--- src/rtl/uart_pkg.sv ---
// Shared encodings for the parametrised UART core: parity modes, FSM states
// and the data-width base that cfg_data_bits is added to.
package uart_pkg;

  localparam int DATA_BITS_BASE = 5;

  localparam logic [1:0] PAR_NONE = 2'd0;
  localparam logic [1:0] PAR_EVEN = 2'd1;
  localparam logic [1:0] PAR_ODD  = 2'd2;

  typedef enum logic [2:0] {
    TX_IDLE, TX_START, TX_DATA, TX_PARITY, TX_STOP
  } tx_state_e;

  typedef enum logic [2:0] {
    RX_IDLE, RX_START, RX_DATA, RX_PARITY, RX_STOP
  } rx_state_e;

  // Reserved mode 3 behaves as no parity.
  function automatic logic parity_on(input logic [1:0] mode);
    return (mode == PAR_EVEN) || (mode == PAR_ODD);
  endfunction

endpackage

--- src/rtl/uart_baud_gen.sv ---
// Oversample-tick prescaler: counts max(div,1)-1 down to 0, ticks at 0 and
// reloads. The divisor is captured on load so a frame keeps its own rate.
module uart_baud_gen #(
  parameter int DIV_W = 16
) (
  input  logic             clk,
  input  logic             rst,
  input  logic             load,
  input  logic [DIV_W-1:0] div,
  output logic             tick
);

  logic [DIV_W-1:0] div_q, div_d;
  logic [DIV_W-1:0] cnt_q, cnt_d;
  logic [DIV_W-1:0] reload;

  always_comb begin
    div_d  = load ? div : div_q;
    reload = (div_d == '0) ? '0 : div_d - 1'b1;
    if (load || cnt_q == '0) cnt_d = reload;
    else                     cnt_d = cnt_q - 1'b1;
  end

  assign tick = !load && (cnt_q == '0);

  always_ff @(posedge clk) begin
    if (rst) begin
      div_q <= '0;
      cnt_q <= '0;
    end else begin
      div_q <= div_d;
      cnt_q <= cnt_d;
    end
  end

endmodule

--- src/rtl/uart_core_param.sv ---
// Parametrised UART: runtime divisor, 5-8 data bits, optional parity, 1/2 stop
// bits on TX, oversampled 3-sample majority receive with per-frame errors.
module uart_core_param
  import uart_pkg::*;
#(
  parameter int OVERSAMPLE  = 16,
  parameter int DIV_W       = 16,
  parameter int SYNC_STAGES = 2
) (
  input  logic             clk,
  input  logic             rst,
  input  logic [DIV_W-1:0] baud_div,
  input  logic [1:0]       cfg_data_bits,
  input  logic [1:0]       cfg_parity,
  input  logic             cfg_stop2,
  input  logic             tx_valid,
  output logic             tx_ready,
  input  logic [7:0]       tx_data,
  output logic             tx,
  output logic             tx_busy,
  input  logic             rx,
  output logic             rx_valid,
  output logic [7:0]       rx_data,
  output logic             rx_parity_err,
  output logic             rx_frame_err,
  output logic             rx_busy
);

  localparam int TW = $clog2(OVERSAMPLE);
  localparam logic [TW-1:0] TICK_LAST = TW'(OVERSAMPLE - 1);
  localparam logic [TW-1:0] SMP_A     = TW'(OVERSAMPLE / 2 - 1);
  localparam logic [TW-1:0] SMP_B     = TW'(OVERSAMPLE / 2);
  localparam logic [TW-1:0] SMP_C     = TW'(OVERSAMPLE / 2 + 1);

  // ---------------- transmitter ----------------
  tx_state_e     tx_state_q, tx_state_d;
  logic [7:0]    tx_shreg_q, tx_shreg_d, tx_mask;
  logic [2:0]    tx_bit_q, tx_bit_d, tx_last_q, tx_last_d;
  logic [1:0]    tx_par_q, tx_par_d;
  logic          tx_par_bit_q, tx_par_bit_d;
  logic          tx_stop2_q, tx_stop2_d, tx_stop_cnt_q, tx_stop_cnt_d;
  logic [TW-1:0] tx_tcnt_q, tx_tcnt_d;
  logic          tx_q, tx_d, tx_ready_q, tx_ready_d, tx_busy_q, tx_busy_d;
  logic          tx_load, tx_tick, tx_bit_done;

  uart_baud_gen #(.DIV_W(DIV_W)) u_tx_baud (
    .clk(clk), .rst(rst), .load(tx_load), .div(baud_div), .tick(tx_tick)
  );

  assign tx_bit_done = tx_tick && (tx_tcnt_q == TICK_LAST);

  always_comb begin
    tx_state_d    = tx_state_q;
    tx_shreg_d    = tx_shreg_q;
    tx_bit_d      = tx_bit_q;
    tx_last_d     = tx_last_q;
    tx_par_d      = tx_par_q;
    tx_par_bit_d  = tx_par_bit_q;
    tx_stop2_d    = tx_stop2_q;
    tx_stop_cnt_d = tx_stop_cnt_q;
    tx_tcnt_d     = tx_tcnt_q;
    tx_d          = tx_q;
    tx_load       = 1'b0;
    tx_mask       = 8'hFF >> (2'd3 - cfg_data_bits);
    if (tx_tick) tx_tcnt_d = tx_bit_done ? '0 : tx_tcnt_q + 1'b1;
    case (tx_state_q)
      TX_IDLE: if (tx_valid) begin
        tx_load       = 1'b1;
        tx_tcnt_d     = '0;
        tx_shreg_d    = tx_data & tx_mask;
        tx_last_d     = 3'(DATA_BITS_BASE - 1) + 3'(cfg_data_bits);
        tx_par_d      = cfg_parity;
        tx_par_bit_d  = (^(tx_data & tx_mask)) ^ (cfg_parity == PAR_ODD);
        tx_stop2_d    = cfg_stop2;
        tx_stop_cnt_d = 1'b0;
        tx_state_d    = TX_START;
        tx_d          = 1'b0;
      end
      TX_START: if (tx_bit_done) begin
        tx_state_d = TX_DATA;
        tx_bit_d   = '0;
        tx_d       = tx_shreg_q[0];
        tx_shreg_d = tx_shreg_q >> 1;
      end
      TX_DATA: if (tx_bit_done) begin
        if (tx_bit_q != tx_last_q) begin
          tx_bit_d   = tx_bit_q + 3'd1;
          tx_d       = tx_shreg_q[0];
          tx_shreg_d = tx_shreg_q >> 1;
        end else if (parity_on(tx_par_q)) begin
          tx_state_d = TX_PARITY;
          tx_d       = tx_par_bit_q;
        end else begin
          tx_state_d = TX_STOP;
          tx_d       = 1'b1;
        end
      end
      TX_PARITY: if (tx_bit_done) begin
        tx_state_d = TX_STOP;
        tx_d       = 1'b1;
      end
      TX_STOP: if (tx_bit_done) begin
        if (tx_stop2_q && !tx_stop_cnt_q) tx_stop_cnt_d = 1'b1;
        else                              tx_state_d    = TX_IDLE;
      end
      default: tx_state_d = TX_IDLE;
    endcase
    tx_ready_d = (tx_state_d == TX_IDLE);
    tx_busy_d  = (tx_state_d != TX_IDLE);
  end

  always_ff @(posedge clk) begin
    if (rst) begin
      tx_state_q    <= TX_IDLE;
      tx_shreg_q    <= '0;
      tx_bit_q      <= '0;
      tx_last_q     <= '0;
      tx_par_q      <= PAR_NONE;
      tx_par_bit_q  <= 1'b0;
      tx_stop2_q    <= 1'b0;
      tx_stop_cnt_q <= 1'b0;
      tx_tcnt_q     <= '0;
      tx_q          <= 1'b1;
      tx_ready_q    <= 1'b1;
      tx_busy_q     <= 1'b0;
    end else begin
      tx_state_q    <= tx_state_d;
      tx_shreg_q    <= tx_shreg_d;
      tx_bit_q      <= tx_bit_d;
      tx_last_q     <= tx_last_d;
      tx_par_q      <= tx_par_d;
      tx_par_bit_q  <= tx_par_bit_d;
      tx_stop2_q    <= tx_stop2_d;
      tx_stop_cnt_q <= tx_stop_cnt_d;
      tx_tcnt_q     <= tx_tcnt_d;
      tx_q          <= tx_d;
      tx_ready_q    <= tx_ready_d;
      tx_busy_q     <= tx_busy_d;
    end
  end

  assign tx       = tx_q;
  assign tx_ready = tx_ready_q;
  assign tx_busy  = tx_busy_q;

  // ---------------- receiver ----------------
  logic [SYNC_STAGES-1:0] sync_q, sync_d;
  rx_state_e     rx_state_q, rx_state_d;
  logic [TW-1:0] rx_tcnt_q, rx_tcnt_d;
  logic [1:0]    rx_smp_q, rx_smp_d, rx_cfg_q, rx_cfg_d, rx_par_q, rx_par_d;
  logic [7:0]    rx_shreg_q, rx_shreg_d, rx_data_q, rx_data_d;
  logic [2:0]    rx_bit_q, rx_bit_d, rx_last_q, rx_last_d;
  logic          rx_acc_q, rx_acc_d, rx_perr_q, rx_perr_d, rx_arm_q, rx_arm_d;
  logic          rx_valid_q, rx_valid_d, rx_perr_out_q, rx_perr_out_d;
  logic          rx_ferr_q, rx_ferr_d, rx_busy_q, rx_busy_d;
  logic          rx_s, rx_maj, rx_load, rx_tick, rx_decide;

  uart_baud_gen #(.DIV_W(DIV_W)) u_rx_baud (
    .clk(clk), .rst(rst), .load(rx_load), .div(baud_div), .tick(rx_tick)
  );

  assign rx_s      = sync_q[SYNC_STAGES-1];
  assign rx_maj    = (rx_smp_q[0] & rx_smp_q[1]) | (rx_smp_q[0] & rx_s) | (rx_smp_q[1] & rx_s);
  assign rx_decide = rx_tick && (rx_tcnt_q == SMP_C);

  always_comb begin
    sync_d        = {sync_q[SYNC_STAGES-2:0], rx};
    rx_state_d    = rx_state_q;
    rx_tcnt_d     = rx_tcnt_q;
    rx_smp_d      = rx_smp_q;
    rx_cfg_d      = rx_cfg_q;
    rx_par_d      = rx_par_q;
    rx_shreg_d    = rx_shreg_q;
    rx_bit_d      = rx_bit_q;
    rx_last_d     = rx_last_q;
    rx_acc_d      = rx_acc_q;
    rx_perr_d     = rx_perr_q;
    rx_arm_d      = rx_arm_q;
    rx_data_d     = rx_data_q;
    rx_perr_out_d = rx_perr_out_q;
    rx_ferr_d     = rx_ferr_q;
    rx_valid_d    = 1'b0;
    rx_load       = 1'b0;
    if (rx_tick) begin
      rx_tcnt_d = (rx_tcnt_q == TICK_LAST) ? '0 : rx_tcnt_q + 1'b1;
      if (rx_tcnt_q == SMP_A) rx_smp_d[0] = rx_s;
      if (rx_tcnt_q == SMP_B) rx_smp_d[1] = rx_s;
    end
    case (rx_state_q)
      // After a frame error the line must return high before a new start.
      RX_IDLE: begin
        if (rx_s) rx_arm_d = 1'b1;
        if (rx_arm_q && !rx_s) begin
          rx_load    = 1'b1;
          rx_tcnt_d  = '0;
          rx_cfg_d   = cfg_data_bits;
          rx_last_d  = 3'(DATA_BITS_BASE - 1) + 3'(cfg_data_bits);
          rx_par_d   = cfg_parity;
          rx_acc_d   = 1'b0;
          rx_perr_d  = 1'b0;
          rx_state_d = RX_START;
        end
      end
      RX_START: if (rx_decide) begin
        rx_state_d = rx_maj ? RX_IDLE : RX_DATA;
        rx_bit_d   = '0;
      end
      RX_DATA: if (rx_decide) begin
        rx_shreg_d = {rx_maj, rx_shreg_q[7:1]};
        rx_acc_d   = rx_acc_q ^ rx_maj;
        if (rx_bit_q != rx_last_q)  rx_bit_d   = rx_bit_q + 3'd1;
        else if (parity_on(rx_par_q)) rx_state_d = RX_PARITY;
        else                          rx_state_d = RX_STOP;
      end
      RX_PARITY: if (rx_decide) begin
        rx_perr_d  = rx_maj ^ rx_acc_q ^ (rx_par_q == PAR_ODD);
        rx_state_d = RX_STOP;
      end
      RX_STOP: if (rx_decide) begin
        rx_valid_d    = 1'b1;
        rx_data_d     = rx_shreg_q >> (2'd3 - rx_cfg_q);
        rx_perr_out_d = rx_perr_q;
        rx_ferr_d     = !rx_maj;
        rx_arm_d      = rx_maj;
        rx_state_d    = RX_IDLE;
      end
      default: rx_state_d = RX_IDLE;
    endcase
    rx_busy_d = (rx_state_d != RX_IDLE);
  end

  always_ff @(posedge clk) begin
    if (rst) begin
      sync_q        <= '1;
      rx_state_q    <= RX_IDLE;
      rx_tcnt_q     <= '0;
      rx_smp_q      <= '1;
      rx_cfg_q      <= '0;
      rx_par_q      <= PAR_NONE;
      rx_shreg_q    <= '0;
      rx_bit_q      <= '0;
      rx_last_q     <= '0;
      rx_acc_q      <= 1'b0;
      rx_perr_q     <= 1'b0;
      rx_arm_q      <= 1'b1;
      rx_data_q     <= '0;
      rx_perr_out_q <= 1'b0;
      rx_ferr_q     <= 1'b0;
      rx_valid_q    <= 1'b0;
      rx_busy_q     <= 1'b0;
    end else begin
      sync_q        <= sync_d;
      rx_state_q    <= rx_state_d;
      rx_tcnt_q     <= rx_tcnt_d;
      rx_smp_q      <= rx_smp_d;
      rx_cfg_q      <= rx_cfg_d;
      rx_par_q      <= rx_par_d;
      rx_shreg_q    <= rx_shreg_d;
      rx_bit_q      <= rx_bit_d;
      rx_last_q     <= rx_last_d;
      rx_acc_q      <= rx_acc_d;
      rx_perr_q     <= rx_perr_d;
      rx_arm_q      <= rx_arm_d;
      rx_data_q     <= rx_data_d;
      rx_perr_out_q <= rx_perr_out_d;
      rx_ferr_q     <= rx_ferr_d;
      rx_valid_q    <= rx_valid_d;
      rx_busy_q     <= rx_busy_d;
    end
  end

  assign rx_valid      = rx_valid_q;
  assign rx_data       = rx_data_q;
  assign rx_parity_err = rx_perr_out_q;
  assign rx_frame_err  = rx_ferr_q;
  assign rx_busy       = rx_busy_q;

endmodule

--- config.mk ---
export PLATFORM = sky130hd
export DESIGN_NAME = uart_core_param
export DESIGN_NICKNAME = d
export VERILOG_FILES = /design/src/rtl/uart_pkg.sv /design/src/rtl/uart_baud_gen.sv /design/src/rtl/uart_core_param.sv
export SDC_FILE = /design/constraint.sdc
export NUM_CORES = 1
export LEC_CHECK = 0
export ABC_AREA = 1
export ABC_CLOCK_PERIOD_IN_PS = 1920
export BUFFER_PORTS_ARGS = -buffer_cell sky130_fd_sc_hd__buf_2
export CORE_MARGIN = 3
export CORE_UTILIZATION = 56
export DETAILED_ROUTE_END_ITERATION = 10
export MAX_ROUTING_LAYER = met4
export PLACE_DENSITY_LB_ADDON = 0.2
export SLEW_MARGIN = 20
export SYNTH_ARGS = -nofsm -noshare
export SYNTH_HDL_FRONTEND = slang
export SYNTH_SLANG_ARGS = --single-unit
--- constraint.sdc ---
create_clock -name clk -period 1.92 [get_ports clk]
set_input_delay 0.192 -clock clk [delete_from_list [all_inputs] [get_ports clk]]
set_output_delay 0.192 -clock clk [all_outputs]
set_load 0.1 [all_outputs]
==> impl_results.md, run 1 <==
- Post-Route WL: 22,700 µm
- Yosys warns: 0
- CP Class: reg2reg
- Period utilization: 1.09
- M3 GR Usage: 0.0372
- Chip height: 124 µm
- Predominant post-synthesis flop cell: dfxtp_1
- Overflow after GRT: 0
- Share of cells above drive strength 1: 0.294
- First-pass GRT wire length: 31,700 µm
- Synthesized cell area: 7750 µm²
- Setup-failing EPs final: 26
- Antenna Cells: 0
- Syn Nets: 1,205
- Min Tclk post-route: 2.10 ns
- Vias in the first global route: 7,085
- Root buf cell: clkbuf_16
- Max Slew Vio Count: 0
- Post-synthesis register bit count: 135
- GR Util met1: 0.336
- Fmax: 477 MHz
- Initial Util: 0.578
- RSZ-0062 raised after global routing: true
- DRT Pass-1 Iters: 6
- Number of synthesized flops with an enable pin: 0
- Crit end category: flip-flop
- WL/cell: 15.1 µm
- Fin Setup TNS: -2.71 ns
- Synthesized area per cell: 6.69 µm²
- Top-area cell type share of the netlist area: 0.349
- Hold Path Sink: tx_par_q[0]
- Pin count of the biggest net entering global routing: 91
- Row count: 42
- Number of placed cells counting well taps: 1,435
- Via density: 5.50
- Hold Path Class: in2reg
- Status: finished with violations
- Post-synth top area cell: dfxtp_1
- DP Area: 8740 µm²
- Worst hold start: cfg_parity[0]
- DIE WIDTH: 124 µm
- Post-synth cell types: 44
- Failing checks: setup timing
- Tot GR Track Use: 0.264
- Critical path required time: 2.22 ns
- Port bufs: 47
- Final Non-Filler Cells: 1,499
- R2R depth: 13
- Top post-synthesis cells by area: dfxtp_1 (35%), nand2_1 (14%), nor2_1 (7.7%)
- Die Area: 15,300 µm²
- CTS Buf Count: 17
- Maximum vdd drop: 751 µV
- Area Growth Syn to Fin: 33.2%
- DRC: 0
- Core Box Area: 13,400 µm²
- Most used routing layer: met2
- CTS tree: yes
- Slew of the pin with the lowest slew margin: 0.488 ns
- Ports: 48
- Most frequent cells after synthesis: nand2_1 (287), nor2_1 (158), dfxtp_1 (135)
- DR vias: 8,245
- Register area share after synthesis: 0.349
- Async S/R FF share, synth: 0
- Power density cells: 1040 nW/µm²
- Max Buffers Root-to-Sink: 2
- Layout Skew: 0.00591 ns
- Hold Fails Final Rpt: 0
- Max_slew headroom: 0.677
- Startpoint types: flip-flop
- Cell count of the worst hold path: 3
- M2 GR Usage: 0.429
- Nets: 1,356
- Number of max-cap violations: 0
- Initial antenna violation count: 0
- Worst EP arrival: 2.40 ns
- Post-Synthesis Cells: 1,159
- Worst-path clk slew: 0.06 ns
- Dpl hpwl: 13,900 µm
- Antenna viol nets, final: 0
- Iteration-0 DRC Markers: 680
- Leak pwr: 4.83 nW
- Final Instance Area: 10,300 µm²
- Final hold slack: 0.0427 ns
- FF-to-FF End: u_rx_baud.cnt_q[12]
- Critical path fanouts, max: 7
- Reg2reg setup slack: -0.18 ns
- H-tree depth: 4
- Most frequent cell after synthesis: nand2_1
- RR Startpoint: rx_state_q[0]
- Final Worst Setup Slack: -0.177 ns
- Skew-Pair Late Insertion Delay: 0.43 ns
- GPL Wtd Cong: 0.923
- CTS sink cnt: 135
-- cells by family after synthesis --
kind of cell | after synthesis | synth area share
AND/OR/NAND/NOR | 612 | 0.359
AO/OA/AOI/OAI | 178 | 0.126
buffers and inverters | 177 | 0.0959
flip-flops | 135 | 0.349
XOR/XNOR | 44 | 0.0497
adder cells (fa/ha/maj) | 13 | 0.0210
-- flip-flops by register name, indices dropped and copies added, names as in the netlist, 3 cells and up --
signal,flops
rx_data,8
tx_tcnt_q,4
tx_shreg_q,8
tx_last_q,3
u_rx_baud.cnt_q,16
u_rx_baud.div_q,16
u_tx_baud.cnt_q,16
rx_state_q,3
rx_bit_q,3
rx_tcnt_q,4
tx_state_q,3
tx_bit_q,3
u_tx_baud.div_q,16
rx_shreg_q,8
-- critical path, stage by stage, from the launching register on --
cell and delay (ns):
dfxtp_2 0.33, nor2_4 0.18, nand3_4 0.19, buf_12 0.20, nand2_4 0.08, nand2_4 0.08, nor2_4 0.14, nand2_2 0.11
nor2_4 0.14, nand2_4 0.09, nor2_4 0.18, nor2_4 0.07, nand2_1 0.10, a21oi_1 0.07
-- metal layers --
layer,up-vias,share of wire
li1,4036,-
met1,3777,0.41
met2,342,0.49
met3,90,0.062
met4,0,0.035
met5,-,0
-- cell type report --
class	instances	area, µm²
Clock buffer	17	425
Clock inverter	15	193
Fill cell	950	3080
Inverter	142	546
Multi-Input combinational cell	850	4920
Sequential cell	135	2710
Tap cell	176	220
Timing Repair Buffer	164	1300
-- report_power, final --
part / leakage (nW) / switching (W) / internal [W]
Sequential: 1.10 / 0.000231 / 0.00312
Combinational: 3.42 / 0.00238 / 0.00155
Clock: 0.301 / 0.00139 / 0.00207
-- cell usage in the layout, fill, tap and decap left out, drive strengths merged, types with 2 or more instances in the layout --
| cell type | synthesis | final |
|---|---|---|
| nand2 | 305 | 305 |
| nor2 | 179 | 181 |
| buf | 18 | 160 |
| inv | 138 | 143 |
| dfxtp | 135 | 135 |
| a21oi | 81 | 81 |
| o21ai | 75 | 75 |
| nand3 | 67 | 68 |
| nand4 | 37 | 37 |
| xor2 | 33 | 33 |
| clkbuf | 17 | 20 |
| nor3 | 15 | 15 |
| ha | 13 | 13 |
| xnor2 | 11 | 11 |
| clkinv | 4 | 10 |
| or2 | 7 | 7 |
| a211oi | 5 | 5 |
| o211ai | 4 | 4 |
| bufinv | 0 | 3 |
| o21a | 2 | 2 |
| o22ai | 2 | 2 |
| a31oi | 2 | 2 |
| o21bai | 2 | 2 |
-- worst max-delay path by stage --
stage | startpoint | endpoint | slack [ns] | cells after the start
global route | rx_state_q[0] | u_rx_baud.cnt_q[5] | -0.30 | 13
detailed placement | u_rx_baud.cnt_q[0] | rx_busy | -0.21 | 11
finish | rx_state_q[0] | u_rx_baud.cnt_q[12] | -0.18 | 13
floorplan | rx_arm_q | u_rx_baud.cnt_q[9] | -0.10 | 13
CTS | rx_state_q[2] | rx_acc_q | -0.007 | 9
global placement | rx_state_q[2] | rx_busy | -0.22 | 10
-- through the flow --
step / worst slack (ns) / util / power, W
2_1_floorplan: -0.103 / - / 0.00573
3_3_place_gp: -0.221 / 0.652 / 0.00656
3_5_place_dp: -0.214 / 0.652 / 0.00663
4_1_cts: -0.00695 / 0.707 / 0.0101
5_1_grt: -0.297 / 0.770 / 0.0113
6_report: -0.177 / 0.770 / 0.0107
-- repair_timing --
| item | in CTS | in global routing |
|---|---|---|
| gates cloned | 0 | 7 |
| endpoints found under the hold margin | 1 | 0 |
| gates resized for setup | 25 | 165 |
| pin swaps | 6 | 57 |
| setup endpoints to repair | 47 | 77 |
| buffers inserted | 3 | 22 |
| hold buffers | 1 | 0 |
Power figures use the tool's default switching activity.
==> run 2, diff against run 1 <==
--- a/config.mk
+++ b/config.mk
@@ -13,6 +13,7 @@
 export DETAILED_ROUTE_END_ITERATION = 10
 export MAX_ROUTING_LAYER = met4
 export PLACE_DENSITY_LB_ADDON = 0.2
+export SETUP_SLACK_MARGIN = 0.3
 export SLEW_MARGIN = 20
 export SYNTH_ARGS = -nofsm -noshare
 export SYNTH_HDL_FRONTEND = slang
==> run 2 against run 1 <==
  * The run still ends with setup timing left
  * First-iteration DRC count is 5.9% lower
  * Power is 0.86% lower
  * Register-to-register slack better by 0.04 ns
  * Global-route usage is 1.7 points higher
  * Clock-buffer cell count stayed put
  * Final area is 2.3% higher
  * Die area stayed put
  * Highest routed layer unchanged
  * Final cell count is 1.5% higher
  * Wire length is 4.1% lower
  * Largest power group unchanged
  * Via count is 1.5% lower
==> impl_results.md, run 2 (synthesis results as in run 1) <==
- Power density cells: 1010 nW/µm² (-3.1%)
- DRC: 0 (unchanged)
- M2 GR Usage: 0.457 (+0.0287)
- Hold Path Class: in2reg
- Period utilization: 1.07 (-0.0208)
- Layout Skew: 0.00951 ns (+0.00361 ns)
- First-pass GRT wire length: 33,300 µm (+5.0%)
- WL/cell: 14.3 µm (-5.6%)
- Maximum vdd drop: 868 µV (+16%)
- Leak pwr: 4.92 nW (+2.0%)
- GR Util met1: 0.354 (+0.0184)
- Most frequent cells in the layout: nand2_1 (233), nor2_1 (131), dfxtp_1 (126), buf_4 (118), inv_1 (113)
- Chip height: 124 µm (unchanged)
- CP Class: reg2reg
- Nets: 1,380 (+1.8%)
- Crit end category: flip-flop
- Setup-failing EPs final: 27 (+3.8%)
- GPL Wtd Cong: 0.921 (-0.22%)
- Area Growth Syn to Fin: 36.2%
- Iteration-0 DRC Markers: 640 (-5.9%)
- Critical path required time: 2.22 ns (about the same)
- Root buf cell: clkbuf_16
- DRT Pass-1 Iters: 5 (-1)
- Max_slew headroom: 0.593 (-0.0840)
- Antenna viol nets, final: 0 (unchanged)
- Max Slew Vio Count: 0 (unchanged)
- DR vias: 8,124 (-1.5%)
- Final Instance Area: 10,600 µm² (+2.3%)
- DP Area: 8970 µm² (+2.6%)
- Die Area: 15,300 µm² (unchanged)
- Failing checks: setup timing
- M3 GR Usage: 0.0563 (+0.0191)
- Min Tclk post-route: 2.06 ns (-0.0398 ns)
- Max Buffers Root-to-Sink: 2 (unchanged)
- Dpl hpwl: 14,300 µm (+3.2%)
- Most used routing layer: met2
- Pre-CTS setup slack: -0.0415 ns (+0.172 ns)
- Most common cell after layout, fill and taps aside: nand2_1
- Antenna Cells: 0 (unchanged)
- Startpoint types: flip-flop
- Vias in the first global route: 7,272 (+2.6%)
- Status: finished with violations
- DIE WIDTH: 124 µm (unchanged)
- Number of max-cap violations: 0 (unchanged)
- Share of cells above drive strength 1: 0.330 (+0.0358)
- CTS sink cnt: 135 (unchanged)
- CTS tree: yes
- Skew-Pair Late Insertion Delay: 0.44 ns (about the same)
- Critical path fanouts, max: 7 (unchanged)
- RSZ-0062 raised after global routing: true
- Core Box Area: 13,400 µm² (unchanged)
- CTS Buf Count: 17 (unchanged)
- Slew of the pin with the lowest slew margin: 0.611 ns (+0.123 ns)
- Worst EP arrival: 2.35 ns (-0.05 ns)
- Final Worst Setup Slack: -0.137 ns (+0.0398 ns)
- H-tree depth: 4 (unchanged)
- Ports: 48 (unchanged)
- Row count: 42 (unchanged)
- Port bufs: 47 (unchanged)
- Initial antenna violation count: 0 (unchanged)
- Hold Fails Final Rpt: 0 (unchanged)
- Layout fillers: 932 (-1.9%)
- Pin count of the biggest net entering global routing: 54 (-41%)
- Initial Util: 0.578 (unchanged)
- Fmax: 486 MHz (+1.9%)
- Worst-path clk slew: 0.06 ns (about the same)
- Tot GR Track Use: 0.282 (+0.0173)
- Post-Route WL: 21,800 µm (-4.1%)
- Via density: 5.34 (-3.0%)
- Overflow after GRT: 0 (unchanged)
[run 2: cell count changes in the layout (fill, tap and decap cells not counted), moves of 5 or more]
cell | before | now
a21oi_1 | 79 | 71
nor2_2 | 26 | 16
o21ai_0 | 58 | 44
inv_2 | 15 | 22
nand2_1 | 243 | 233
nand2_2 | 44 | 52
a21oi_2 | 2 | 10
buf_4 | 90 | 118
inv_1 | 118 | 113
o21ai_2 | 2 | 9
o21ai_4 | 9 | 4
nor2_1 | 125 | 131
o21ai_1 | 6 | 18
[run 2: power breakdown]
part / leakage (nW) / internal, W / switching, W / total (W)
Sequential: 1.11 / 0.00312 / 0.000231 / 0.00335
Combinational: 3.54 / 0.00163 / 0.00244 / 0.00407
Clock: 0.276 / 0.00191 / 0.00132 / 0.00323
[run 2: per-layer routing]
layer,wire length (µm),part of all wire
met1,9580,0.44
met2,10700,0.49
met3,980,0.045
met4,495,0.023
met5,0,0
[run 2: critical path, cell delays in order, from the launching register on]
cell and delay (ns):
dfxtp_2 0.33, nor2_4 0.15, nand3_4 0.16, buf_12 0.18, buf_4 0.13, nand2_2 0.05, nand2_2 0.05, nor2_2 0.15
nand2_2 0.09, nor2_4 0.11, nand2_4 0.09, nor2_4 0.19, nor2_4 0.09, nand2_1 0.09, a21oi_1 0.06
[run 2: final timing paths]
kind	to	startpoint	slack, ns	cells past startpoint
worst max register to register	u_tx_baud.cnt_q[2]	tx_state_q[0]	-0.14	14
worst min register to register	sync_q[1]	sync_q[0]	0.41	1
worst max-delay path	u_tx_baud.cnt_q[2]	tx_state_q[0]	-0.14	14
worst min-delay path	tx_par_q[0]	cfg_parity[0]	0.02	3
[run 2: timing repair]
action                                  4_1_cts  5_1_grt
endpoints found under the setup margin       86       87
hold buffers                                  1        0
buffers inserted                             11       27
gates resized for setup                      79      117
cloned                                        5        0
endpoints found under the hold margin         1        0
pin swaps                                    23       48
[run 2: area by class of cell]
| type | instances | area [µm²] | area share |
|---|---|---|---|
| Multi-Input combinational cell | 850 | 5040 | 0.478 |
| Sequential cell | 135 | 2720 | 0.257 |
| Timing Repair Buffer | 188 | 1450 | 0.138 |
| Inverter | 142 | 541 | 0.0512 |
| Clock buffer | 17 | 425 | 0.0403 |
| Tap cell | 176 | 220 | 0.0209 |
| Clock inverter | 14 | 150 | 0.0142 |
[run 2: through the flow]
stage          power (W)  instances  setup TNS [ns]   util  hold slack, ns
2_1_floorplan    0.00583       1159          -0.796      -           0.296
3_3_place_gp     0.00671       1447        -0.00210  0.670           0.392
3_5_place_dp     0.00678       1447          -0.387  0.670           0.395
4_1_cts           0.0102       1495          -0.222  0.742          0.0125
5_1_grt           0.0113       1522           -6.54  0.787          0.0289
6_report          0.0106       1522           -2.01  0.787          0.0162
==> run 3, diff against run 2 <==
--- a/config.mk
+++ b/config.mk
@@ -8,8 +8,7 @@
 export ABC_AREA = 1
 export ABC_CLOCK_PERIOD_IN_PS = 1920
 export BUFFER_PORTS_ARGS = -buffer_cell sky130_fd_sc_hd__buf_2
-export CORE_MARGIN = 3
-export CORE_UTILIZATION = 56
+export CORE_UTILIZATION = 50
 export DETAILED_ROUTE_END_ITERATION = 10
 export MAX_ROUTING_LAYER = met4
 export PLACE_DENSITY_LB_ADDON = 0.2
==> run 3 against run 2 <==
  * The flow still finishes with violations (setup timing)
  * Global-route usage shrank 0.77 points
  * Flip-flop and latch count did not move
  * Core utilization is 7.5 points lower
  * Wire length rose by 0.14%
  * Sequential share of layout area shrank 0.54 points
  * Register-to-register slack better by 0.11 ns
  * Clock skew shrank 0.0028 ns
  * Sequential power hardly changed
  * Non-clock buffer count fell by 10
  * Maximum frequency up 5.7%
  * Largest power group unchanged
==> impl_results.md, run 3 (synthesis results as in run 1) <==
- Critical path required time: 2.22 ns (about the same)
- Worst EP arrival: 2.25 ns (-0.10 ns)
- Layout fillers: 1,214 (+30%)
- Critical path fanouts, max: 6 (-1)
- Sw power: 0.00396 W (-0.67%)
- Share of cells above drive strength 1: 0.351 (+0.0214)
- Clock share of power: 0.309 (+0.006)
- Final Non-Filler Cells: 1,526 (+0.26%)
- WL/cell: 14.3 µm (-0.12%)
- CTS Buf Count: 17 (unchanged)
- GPL Wtd Cong: 0.927 (+0.66%)
- P_int: 0.00690 W (+3.6%)
- Number of max-cap violations: 0 (unchanged)
- Row count: 45 (+7.1%)
- RR Startpoint: rx_state_q[0]
- Tot GR Track Use: 0.274 (-0.00773)
- Slew of the pin with the lowest slew margin: 0.508 ns (-0.103 ns)
- Status: finished with violations
- Worst-path clk slew: 0.06 ns (about the same)
- Worst hold start: cfg_parity[0]
- Failing checks: setup timing
- Max_slew headroom: 0.658 (+0.0653)
- Port bufs: 47 (unchanged)
- Pin count of the biggest net entering global routing: 55 (+1.9%)
- Max Buffers Root-to-Sink: 2 (unchanged)
- Core Box Area: 15,100 µm² (+13%)
- Share of total power in combinational logic: 0.382 (about the same)
- First-pass GRT wire length: 34,300 µm (+3.0%)
- Root buf cell: clkbuf_16
- Overflow after GRT: 0 (unchanged)
- Ports: 48 (unchanged)
- Startpoint types: flip-flop
- Hold Fails Final Rpt: 0 (unchanged)
- Initial Util: 0.512 (-0.0666)
- Reg2reg setup slack: -0.03 ns (+0.11 ns)
- Power density cells: 1010 nW/µm² (-0.23%)
- R2R depth: 13 (-1)
- Area Growth Syn to Fin: 39.2%
- Final Worst Setup Slack: -0.0269 ns (+0.110 ns)
- Vias in the first global route: 7,514 (+3.3%)
- Min Tclk post-route: 1.95 ns (-0.110 ns)
- Maximum vdd drop: 728 µV (-16%)
- Number of placed cells counting well taps: 1,458 (+0.76%)
- Fmax: 514 MHz (+5.7%)
- DRT Pass-1 Iters: 6 (+1)
- Most common cell after layout, fill and taps aside: nand2_1
- Hold Path Class: in2reg
- Crit end category: flip-flop
- Final hold slack: 0.0501 ns (+0.0339 ns)
- Leak pwr: 4.89 nW (-0.80%)
- Via density: 5.31 (-0.51%)
- DRC: 0 (unchanged)
- FF-to-FF End: u_rx_baud.cnt_q[12]
- DIE WIDTH: 126 µm (+2.3%)
- Period utilization: 1.01 (-0.0574)
- CTS tree: yes
- DR vias: 8,104 (-0.25%)
- CP Class: reg2reg
- CP Launch Point: rx_state_q[0]
- Initial antenna violation count: 0 (unchanged)
- CTS sink cnt: 135 (unchanged)
- Antenna viol nets, final: 0 (unchanged)
- Pre-CTS setup slack: -0.0443 ns (-0.00277 ns)
- Max Slew Vio Count: 0 (unchanged)
- Post-Route WL: 21,800 µm (+0.14%)
- Skew-Pair Late Insertion Delay: 0.42 ns (-0.02 ns)
- Iteration-0 DRC Markers: 577 (-9.8%)
- H-tree depth: 4 (unchanged)
- RSZ-0062 raised after global routing: true
- Dpl hpwl: 14,400 µm (+0.67%)
- Antenna Cells: 0 (unchanged)
- Die Area: 16,000 µm² (+4.7%)
- Post-layout util: 0.712 (-0.0750)
- Sequential Power Share: 0.309 (-0.005)
- Layout Skew: 0.00667 ns (-0.00284 ns)
- Nets: 1,371 (-0.65%)
- Critical Path End: u_rx_baud.cnt_q[12]
- Most frequent cells in the layout: nand2_1 (230), dfxtp_1 (126), nor2_1 (124), inv_1 (109), buf_4 (106)
- Chip height: 126 µm (+2.3%)
- Setup-failing EPs final: 7 (-74%)
- Sw Ratio: 0.365 (-0.00988)
[run 3: power by group through the flow]
| stage | registers, W | clock network [W] | logic, W |
|---|---|---|---|
| 6_report | 0.00336 | 0.00336 | 0.00415 |
| 5_1_grt | 0.00339 | 0.00352 | 0.00457 |
| 4_1_cts | 0.00333 | 0.00341 | 0.00370 |
| 3_5_place_dp | 0.00338 | 0 | 0.00335 |
| 3_3_place_gp | 0.00338 | 0 | 0.00331 |
| 2_1_floorplan | 0.00339 | 0 | 0.00244 |
[run 3: how the worst min path moves through the flow]
stage / end / slack (ns) / cells after the start
floorplan: sync_q[0] / 0.30 / 1
global placement: sync_q[0] / 0.39 / 2
detailed placement: sync_q[0] / 0.39 / 2
CTS: tx_par_q[0] / 0.04 / 3
global route: tx_par_q[0] / 0.06 / 3
finish: tx_par_q[0] / 0.05 / 3
[run 3: what timing repair did]
action                     in CTS  in global routing
cloned                          2                  2
gates resized for setup       118                137
hold endpoints to repair        1                  0
buffers inserted               19                 12
pin swaps                      42                 61
setup endpoints to repair      85                 87
hold buffers                    1                  0
[run 3: layout make-up]
type / instances / area, µm² / area share
multi-input combinational: 851 / 5290 / 0.491
tap: 188 / 235 / 0.0218
clock buffer: 22 / 495 / 0.0459
sequential: 135 / 2720 / 0.252
inverter: 142 / 563 / 0.0522
clock inverter: 10 / 116 / 0.0108
timing repair buffer: 178 / 1370 / 0.127
[run 3: worst max-delay path, cell delays in order (launching register included)]
cell and delay [ns]:
dfxtp_2 0.34, nor2_4 0.21, nand2_4 0.10, nor2_8 0.15
nand2_4 0.07, nand2_4 0.07, ha_4 0.15, nand3_4 0.09
nor2_4 0.20, nand2_4 0.09, nor2_4 0.15, nor2_4 0.07
nand2_1 0.08, a21oi_1 0.06
[run 3: per-layer routing]
metal	track usage	part of all wire	vias up
li1	-	-	4065
met1	0.331	0.44	3830
met2	0.459	0.51	173
met3	0.0510	0.036	36
met4	0.0907	0.018	0
met5	-	0	-
[run 3: through the flow]
stage	setup TNS (ns)	instance area [µm²]	total power (W)
floorplan	-0.796	7950	0.00583
global placement	-0.0279	8990	0.00669
detailed placement	-0.108	8990	0.00673
CTS	0	10200	0.0104
global route	-2.58	10800	0.0115
finish	-0.113	10800	0.0109
